`src/rtl/cpu_pkg.sv`:
```
// Shared encodings for the CPU control stage and the register memory bank:
// CPU state bus values, opcodes, instruction field positions and data width.
package cpu_pkg;

  localparam int unsigned DATA_W  = 16;
  localparam int unsigned INSTR_W = 17;

  localparam int unsigned OPC_MSB  = 16;
  localparam int unsigned OPC_LSB  = 14;
  localparam int unsigned A1_MSB   = 13;
  localparam int unsigned A1_LSB   = 10;
  localparam int unsigned A2_MSB   = 9;
  localparam int unsigned A2_LSB   = 6;
  localparam int unsigned A3_MSB   = 5;
  localparam int unsigned A3_LSB   = 2;
  localparam int unsigned IMM7_MSB = 6;
  localparam int unsigned IMM6_MSB = 5;

  typedef enum logic [2:0] {
    S_OFF    = 3'd0,
    S_FETCH  = 3'd1,
    S_DECODE = 3'd2,
    S_READ   = 3'd3,
    S_CALC   = 3'd4,
    S_WAIT   = 3'd5,
    S_STORE  = 3'd6,
    S_SHOW   = 3'd7
  } state_e;

  typedef enum logic [2:0] {
    OP_LOAD    = 3'd0,
    OP_ADD     = 3'd1,
    OP_ADDI    = 3'd2,
    OP_SUB     = 3'd3,
    OP_SUBI    = 3'd4,
    OP_MUL     = 3'd5,
    OP_CLEAR   = 3'd6,
    OP_DISPLAY = 3'd7
  } opcode_e;

endpackage

```
`src/rtl/cpu_alu.sv`:
```
// Combinational ALU: one 16-bit two's-complement result per opcode, wrapping
// silently on overflow.
module cpu_alu
  import cpu_pkg::*;
(
  input  opcode_e           opcode,
  input  logic [DATA_W-1:0] v1,
  input  logic [DATA_W-1:0] v2,
  input  logic [6:0]        imm7,
  input  logic [5:0]        imm6,
  output logic [DATA_W-1:0] result
);

  logic [DATA_W-1:0] imm7_x;
  logic [DATA_W-1:0] imm6_x;

  always_comb begin
    imm7_x = {{(DATA_W-7){imm7[6]}}, imm7};
    imm6_x = {{(DATA_W-6){imm6[5]}}, imm6};
    result = '0;
    case (opcode)
      OP_LOAD:    result = imm7_x;
      OP_ADD:     result = v1 + v2;
      OP_ADDI:    result = v1 + imm6_x;
      OP_SUB:     result = v1 - v2;
      OP_SUBI:    result = v1 - imm6_x;
      // low half of a product is the same for signed and unsigned operands
      OP_MUL:     result = v1 * imm6_x;
      OP_CLEAR:   result = '0;
      OP_DISPLAY: result = v1;
      default:    result = '0;
    endcase
  end

endmodule

```
`src/rtl/cpu_control.sv`:
```
// CPU control/execute stage: synchronises power/send, latches an instruction,
// sequences the state bus through the memory handshakes and registers the ALU result.
module cpu_control
  import cpu_pkg::*;
#(
  parameter int unsigned HS_TIMEOUT  = 8,
  parameter int unsigned SYNC_STAGES = 2
) (
  input  logic                clk,
  input  logic                rst_n,
  input  logic                power,
  input  logic                send,
  input  logic [INSTR_W-1:0]  instr,
  input  logic [DATA_W-1:0]   v1RAM,
  input  logic [DATA_W-1:0]   v2RAM,
  input  logic                read,
  input  logic                stored,
  output logic [2:0]          stateCPU,
  output logic [2:0]          opcode,
  output logic [3:0]          addr1,
  output logic [3:0]          addr2,
  output logic [3:0]          addr3,
  output logic [DATA_W-1:0]   valorGuardarRAM,
  output logic [DATA_W-1:0]   show_value,
  output logic                show_valid,
  output logic                err
);

  localparam int unsigned CNT_W = $clog2(HS_TIMEOUT + 1);
  localparam logic [CNT_W-1:0] CNT_LAST = CNT_W'(HS_TIMEOUT - 1);

  state_e                 state_q, state_d;
  opcode_e                opcode_q, opcode_d;
  logic [3:0]             addr1_q, addr1_d;
  logic [3:0]             addr2_q, addr2_d;
  logic [3:0]             addr3_q, addr3_d;
  logic [IMM7_MSB:0]      imm7_q, imm7_d;
  logic [DATA_W-1:0]      result_q, result_d;
  logic                   err_q, err_d;
  logic [CNT_W-1:0]       cnt_q, cnt_d;
  logic [SYNC_STAGES-1:0] pwr_sync_q, pwr_sync_d;
  logic [SYNC_STAGES-1:0] snd_sync_q, snd_sync_d;
  logic                   snd_prev_q, snd_prev_d;

  logic                   power_s;
  logic                   send_s;
  logic                   send_edge;
  logic [DATA_W-1:0]      alu_result;

  assign power_s   = pwr_sync_q[SYNC_STAGES-1];
  assign send_s    = snd_sync_q[SYNC_STAGES-1];
  assign send_edge = send_s & ~snd_prev_q;

  cpu_alu u_alu (
    .opcode (opcode_q),
    .v1     (v1RAM),
    .v2     (v2RAM),
    .imm7   (imm7_q),
    .imm6   (imm7_q[IMM6_MSB:0]),
    .result (alu_result)
  );

  always_comb begin
    pwr_sync_d    = pwr_sync_q << 1;
    pwr_sync_d[0] = power;
    snd_sync_d    = snd_sync_q << 1;
    snd_sync_d[0] = send;
    snd_prev_d    = send_s;

    state_d  = state_q;
    opcode_d = opcode_q;
    addr1_d  = addr1_q;
    addr2_d  = addr2_q;
    addr3_d  = addr3_q;
    imm7_d   = imm7_q;
    result_d = result_q;
    err_d    = err_q;
    cnt_d    = '0;

    // power loss overrides every other transition
    if (!power_s) begin
      state_d = S_OFF;
      err_d   = 1'b0;
    end else begin
      case (state_q)
        S_OFF:    state_d = S_FETCH;
        S_FETCH: begin
          err_d = 1'b0;
          if (send_edge) begin
            opcode_d = opcode_e'(instr[OPC_MSB:OPC_LSB]);
            addr1_d  = instr[A1_MSB:A1_LSB];
            addr2_d  = instr[A2_MSB:A2_LSB];
            addr3_d  = instr[A3_MSB:A3_LSB];
            imm7_d   = instr[IMM7_MSB:0];
            state_d  = S_DECODE;
          end
        end
        S_DECODE: state_d = S_READ;
        S_READ: begin
          if (read) begin
            state_d = S_CALC;
          end else if (cnt_q == CNT_LAST) begin
            state_d = S_SHOW;
            err_d   = 1'b1;
          end else begin
            cnt_d = cnt_q + 1'b1;
          end
        end
        S_CALC: begin
          result_d = alu_result;
          state_d  = S_WAIT;
        end
        S_WAIT:   state_d = S_STORE;
        S_STORE: begin
          if (stored) begin
            state_d = S_SHOW;
          end else if (cnt_q == CNT_LAST) begin
            state_d = S_SHOW;
            err_d   = 1'b1;
          end else begin
            cnt_d = cnt_q + 1'b1;
          end
        end
        S_SHOW: begin
          if (send_edge) state_d = S_FETCH;
        end
        default:  state_d = S_OFF;
      endcase
    end
  end

  always_ff @(posedge clk or negedge rst_n) begin
    if (!rst_n) begin
      state_q    <= S_OFF;
      opcode_q   <= OP_LOAD;
      addr1_q    <= '0;
      addr2_q    <= '0;
      addr3_q    <= '0;
      imm7_q     <= '0;
      result_q   <= '0;
      err_q      <= 1'b0;
      cnt_q      <= '0;
      pwr_sync_q <= '0;
      snd_sync_q <= '0;
      snd_prev_q <= 1'b0;
    end else begin
      state_q    <= state_d;
      opcode_q   <= opcode_d;
      addr1_q    <= addr1_d;
      addr2_q    <= addr2_d;
      addr3_q    <= addr3_d;
      imm7_q     <= imm7_d;
      result_q   <= result_d;
      err_q      <= err_d;
      cnt_q      <= cnt_d;
      pwr_sync_q <= pwr_sync_d;
      snd_sync_q <= snd_sync_d;
      snd_prev_q <= snd_prev_d;
    end
  end

  assign stateCPU        = state_q;
  assign opcode          = opcode_q;
  assign addr1           = addr1_q;
  assign addr2           = addr2_q;
  assign addr3           = addr3_q;
  assign show_value      = result_q;
  assign show_valid      = (state_q == S_SHOW) && !err_q;
  assign err             = err_q;
  assign valorGuardarRAM = (state_q inside {S_WAIT, S_STORE, S_SHOW}) ? result_q : '0;

endmodule

```
`config.mk`:
```
export PLATFORM = sky130hd
export DESIGN_NAME = cpu_control
export DESIGN_NICKNAME = d
export VERILOG_FILES = /design/src/rtl/cpu_pkg.sv /design/src/rtl/cpu_alu.sv /design/src/rtl/cpu_control.sv
export SDC_FILE = /design/constraint.sdc
export NUM_CORES = 1
export LEC_CHECK = 0
export ABC_AREA = 1
export BUFFER_PORTS_ARGS = -buffer_cell sky130_fd_sc_hd__clkbuf_2
export CAP_MARGIN = 10
export CORE_ASPECT_RATIO = 1.4
export CORE_UTILIZATION = 35
export DETAILED_ROUTE_END_ITERATION = 16
export MAX_ROUTING_LAYER = met4
export PLACE_DENSITY = 0.62
export SYNTH_ARGS = -nofsm -noshare
export SYNTH_HDL_FRONTEND = slang
export SYNTH_HIERARCHICAL = 1
export SYNTH_SLANG_ARGS = --single-unit
export TNS_END_PERCENT = 50
```
`constraint.sdc`:
```
create_clock -name clk -period 4.69 [get_ports clk]
set_clock_uncertainty 0.2 [all_clocks]
set_input_delay 0.2345 -clock clk [delete_from_list [all_inputs] [get_ports clk]]
set_output_delay 0.2345 -clock clk [all_outputs]
set_load 0.005 [all_outputs]
```
Word level (Yosys, flattened, before mapping) --
Cells that the tools add are included. W data, S select, Z words.
Word-level totals: input bits 55, register bits 51, logic and storage cells 68, output and inout bits 52
Operators by class: bitwise logic cells 2, add/sub/neg operators 5, mux-type cells 19, reductions and logical operators 9, multiply operators 1, equality and inequality tests 20
Operators with widths (number):
- $pmux W16 S8 | 1
- $add A16 B16 Y16 | 2
- $sub A16 B16 Y16 | 2
- $eq A3 B3 Y1 const B | 8
- $pmux W3 S8 | 1
- $mux W3 | 6
- $mul A16 B6 Y16 | 1
- $mux W16 | 1
- $mux W4 | 4
- $eq A3 B2 Y1 const B | 4
- $ne A3 B3 Y1 const B | 4
- $pmux W4 S2 | 1
- $eq A3 B1 Y1 const B | 2
- $logic_not A3 Y1 | 2
- $reduce_and A3 Y1 | 2
- $add A4 B1 Y4 const B | 1
- $eq A4 B3 Y1 const B | 1
- $mux W1 | 4
- $ne A4 B1 Y1 const B | 1
- $reduce_and A2 Y1 | 2
- $pmux W1 S3 | 1
- $reduce_bool A3 Y1 | 1
- $and A1 B1 Y1 | 1
- $logic_and A1 B1 Y1 | 1
- other kinds (2) | 2

Longest topological paths before layout --
word-level depth 5, mapped depth 25, gate-level depth less buffers 23

Modules after synthesis --
The synthesis kept the hierarchy.
Modules (own cells, without submodules):
- cpu_alu | cells each 739, times used 1, sequential area each 0.0 sq um, area each 4463.0 sq um
- cpu_control | cells each 251, times used 1, sequential area each 1151.1 sq um, area each 2147.1 sq um

Worst setup path before layout --
Ideal clock, no wire load.
path kind register to register, start point register imm7_q[5], end point register result_q[13] (netlist: show_value[13]), cell stages (with the launch flop) 19, arrival time 4.326 ns, clock period less this slack 4.650 ns, slack 0.040 ns, data required time 4.366 ns, cells stage by stage dfrtp_1 -> clkbuf_1 -> inv_1 -> clkbuf_1 -> nor2_1 -> fa_1 -> fa_1 -> fa_1 -> ha_1 -> ha_1 -> a21oi_1 -> or2_2 -> nand3_1 -> a21oi_1 -> or2_2 -> nand3_1 -> nand4_1 -> nor2_1 -> a21oi_1
Between the ends: cells in the longest elaborated chain, start to end 2, elaborated cells between the ends (all ways) 4, classes of those cells add/sub (2); mul (1); mux (1)
RTL lines:
- from (decl) | line cpu_control.sv:37 | logic [IMM7_MSB:0] imm7_q, imm7_d;
- from (signal assigned) | line cpu_control.sv:152 | imm7_q <= imm7_d;
- $mul A16 B6 Y16, or another cell as far along | line cpu_alu.sv:28 | OP_MUL: result = v1 * imm6_x;
- $pmux W16 S8 (*) | line cpu_alu.sv:21 | case (opcode)
- via alu_result[13] | line cpu_control.sv:48 | logic [DATA_W-1:0] alu_result;
- to (signal assigned) | line cpu_control.sv:153 | result_q <= result_d;
- to (decl) | line cpu_control.sv:38 | logic [DATA_W-1:0] result_q, result_d;
The timed path passes the listed nets; every way through them passes the cells marked *. A chain may end at the register's enable or synchronous reset.

==> flow_metrics.tcl <==
set metrics [dict create \
    vias 6777 \
    final_util 0.432 \
    pre_cts_ws_ns -0.0108 \
    synth.distinct_cells 50 \
    synthSimpleGateAreaFrac 0.315 \
    vias_per_cell 4.94 \
    grt_pass1_wl_um 33800 \
    cp-start-kind "flip-flop" \
    total_power_uw 7020 \
    dieWidth_um 118 \
    clkPwrFrac 0.053 \
    design.core.area_um2 18500 \
    ys_seq_area_frac 0.174 \
    cp_slowest_stage_delay_ns 0.56 \
    async_reset_ff_frac 1.00 \
    synth_top_family_by_area "simple AND/OR/NAND/NOR gates" \
    portBuffers 106 \
    gp_congestion 0.949 \
    final-seq-area_um2 1150 \
    final_nets 1278 \
    final.min_clock_period_ns 4.52 \
    grt_max_degree 47 \
    synthCells 990 \
    worstSetupPathType "flip-flop to flip-flop" \
    route.detailed.drc 0 \
    clkTransAtPathRegs_ns 0.07 \
    dpl.hpwl_um 16700 \
    cp.required_ns 4.66 \
    synth_top_cell_by_area "dfrtp_1" \
    antenna_found_initial 0 \
    p_per_area_nw_per_um2 878 \
    die_area_um2 19400 \
    start_util 0.357 \
    fin_ws_ns 0.174 \
    drtAntennaViolNets 0 \
    power.leakage_uw 0.00463 \
    crit_arrival_ns 4.49 \
    hp-class "input pin to flip-flop" \
    grt_setup_unrepaired "true" \
    drtIter0Drc 393 \
    synth_top_area_frac 0.174 \
    wirelength_um 20900 \
    synth-compound-area-share 0.118 \
    slowest_stage "fa_1" \
    rows 59 \
    fmax_mhz 221 \
    clkLatencyLatePin_ns 0.29 \
    cts_tree "done" \
    htree_levels 2 \
    slew_violations 0 \
    switchingPower_uw 3870 \
    grt_overflow 0 \
    synth_edf_count 0 \
    cp_num_buf_inv 4 \
    num-fill-cells 1947 \
    routedWlPerCell_um 15.2 \
    synth_ff_type "dfrtp_1" \
    status "finished, final reports clean" \
    worstMarginPinSlew_ns 1.10 \
    cpMostUsedCell "fa_1" \
    end_kind "flip-flop" \
    synth_xor_area_frac 0.00928 \
    drv_cap 0 \
    syn_nets 1141 \
    antenna_cells 0 \
    cts_root_buf "clkbuf_16" \
    clockBufferDepth 2 \
    dp_cells 1340 \
    ioPinCount 107 \
    path_cells "buf_4 > buf_12 > nand2_1 > inv_1 > fa_1 > fa_1 > fa_1 > ha_1 > ha_1 > inv_1 > nor3_1 > nand2_1 > nand3_1 > a21oi_1 > or2_2 > nand3_1 > nand4_1 > nor2_1 > a21oi_1" \
    switching_share 0.551 \
    area_delta_synth_final_pct 21.0 \
    grt_pass1_vias 6844 \
    pwr-share-seq 0.095 \
    drt_pass1_iterations 5 \
    synth_area_leaders "dfrtp_1 (17%), nand2_1 (15%), fa_1 (14%)" \
    grt_usage 0.228 \
    multi_input_area_um2 4530 \
    synth_warnings 6 \
    yosys-mux-area-fraction 0 \
    avgSynthCellArea_um2 6.68 \
    critPathTopFamily "adder cells" \
    hold_violations 0 \
    ys_seq_elements 46 \
    drive_above_1_share 0.188 \
    finalSetupViolCount 0 \
    die_y_um 165 \
    p_int_uw 3150 \
    fin_crit_sh 0.963 \
    netlist_area_um2 6610 \
    combPwrFrac 0.852 \
    cts_sinks 46 \
    cts_buffers 5 \
    crit_fanout 18 \
    layoutNonFillerInstCount 1372 \
    ir_drop_v 0.000406 \
    synthAdderAreaFrac 0.235 \
    relSlewSlack 0.263 \
]
[cells in the mapped netlist (2+ instances only)]
master and number:
a21boi_0 5, a21o_1 2, a21oi_1 46, a311oi_1 2, a31oi_1 3, a32o_1 2, buf_1 2, buf_2 7
buf_4 6, buf_6 6, clkbuf_1 9, dfrtp_1 46, fa_1 47, ha_1 49, inv_1 201, inv_2 4
inv_4 2, nand2_1 266, nand2_2 4, nand3_1 55, nand3_2 2, nand3_4 2, nand3b_1 6, nand4_1 15
nor2_1 91, nor2_2 2, nor2_4 2, nor3_1 14, nor3_2 2, o2111ai_1 6, o211ai_1 2, o21a_1 2
o21ai_0 32, o21ai_1 4, o21ai_2 13, o21bai_1 2, o22ai_1 3, or2_2 9, xor2_1 6
[state kept, by name, summed over array words and instances (netlist names)]
signal / flops
snd_prev_q: 1
stateCPU: 3
show_value: 16
addr1: 4
cnt_q: 4
addr2: 4
imm7_q: 3
addr3: 3
err: 1
snd_sync_q: 2
opcode: 3
pwr_sync_q: 2
[metal layers]
layer / global-route usage / wire [µm] / part of all wire
met2: 0.420 / 10800 / 0.52
met1: 0.251 / 8650 / 0.41
met3: 0.0148 / 609 / 0.029
met4: 0.105 / 860 / 0.041
met5: - / 0 / 0
[worst register-to-register path: stages (launching register included)]
cell	delay [ns]
dfrtp_1	0.38
buf_4	0.14
buf_12	0.15
nand2_1	0.06
inv_1	0.05
fa_1	0.56
fa_1	0.46
fa_1	0.50
ha_1	0.30
ha_1	0.36
inv_1	0.08
nor3_1	0.23
nand2_1	0.07
nand3_1	0.12
a21oi_1	0.10
or2_2	0.28
nand3_1	0.07
nand4_1	0.10
nor2_1	0.13
a21oi_1	0.05
[layout make-up]
type / instances / area share
clock buffer: 7 / 0.0178
clock inverter: 1 / 0.00109
inverter: 208 / 0.0993
multi-input combinational: 706 / 0.566
sequential: 46 / 0.144
tap: 244 / 0.0382
timing repair buffer: 160 / 0.133
[final timing paths]
path / from / end / slack (ns) / cells past startpoint
min in group asynchronous: rst_n / err$_DFFE_PN0P_ / 0.37 / 3
max: addr3[0]$_DFFE_PN0P_ / show_value[13]$_DFFE_PN0P_ / 0.17 / 19
min reg2reg: pwr_sync_q[0]$_DFF_PN0_ / pwr_sync_q[1]$_DFF_PN0_ / 0.15 / 0
max reg2reg: addr3[0]$_DFFE_PN0P_ / show_value[13]$_DFFE_PN0P_ / 0.17 / 19
max in group asynchronous: rst_n / addr3[1]$_DFFE_PN0P_ / 3.48 / 3
min: instr[0] / imm7_q[0]$_DFFE_PN0P_ / 0.02 / 3
[metrics by stage]
| step | TNS [ns] | instance area, µm² | hold WS, ns |
|---|---|---|---|
| after floorplan | 0 | 6610 | -0.261 |
| after detailed placement | -0.0108 | 7530 | 0.137 |
| after global routing | -0.0478 | 8000 | 0.0270 |
| final | 0 | 8000 | 0.0163 |
| after CTS | 0 | 7900 | 0.00811 |
| after global placement | 0 | 7530 | 0.132 |
[logic make-up (layout without fill, tap and decap cells)]
group	after synthesis	count (layout)
AND/OR/NAND/NOR	475	475
buffers and inverters	238	376
AO/OA/AOI/OAI	128	128
adder cells (fa/ha/maj)	96	96
flip-flops	46	46
XOR/XNOR	7	7
[cells in the final DEF (no fill, tap or decap), types with 3 or more instances in the layout]
| cell type | instances |
|---|---|
| or2_2 | 9 |
| o21ai_2 | 14 |
| clkbuf_16 | 5 |
| o21ai_0 | 29 |
| o21ai_1 | 6 |
| nand3_2 | 3 |
| a21oi_1 | 43 |
| buf_4 | 30 |
| clkbuf_2 | 106 |
| buf_12 | 5 |
| ha_1 | 48 |
| nor2_1 | 89 |
| dlygate4sd3_1 | 18 |
| nand2_1 | 263 |
| a21boi_0 | 3 |
| inv_2 | 5 |
| nand2_2 | 7 |
| o2111ai_1 | 6 |
| xor2_1 | 6 |
| nand3b_1 | 6 |
| nand3_1 | 54 |
| a21oi_2 | 3 |
| nor3_1 | 14 |
| dfrtp_1 | 44 |
| nand4_1 | 15 |
| o22ai_1 | 3 |
| a31oi_1 | 3 |
| inv_1 | 199 |
| fa_1 | 46 |
| nor2_2 | 4 |
[repair_timing]
action / in CTS / in global routing
hold endpoints to repair: 63 / 0
pin swaps: 0 / 8
setup buffers: 2 / 3
setup endpoints to repair: 3 / 7
resized for setup: 2 / 20
hold buffers: 18 / 0
[power groups by stage]
stage / Combinational, µW / Sequential, µW / Clock, µW
after floorplan: 3890 / 636 / 0
after global placement: 5630 / 665 / 0
after detailed placement: 5660 / 664 / 0
after CTS: 5730 / 663 / 379
after global routing: 6830 / 680 / 394
final: 5990 / 664 / 372
Note: power is estimated with default switching activity, not from simulation.
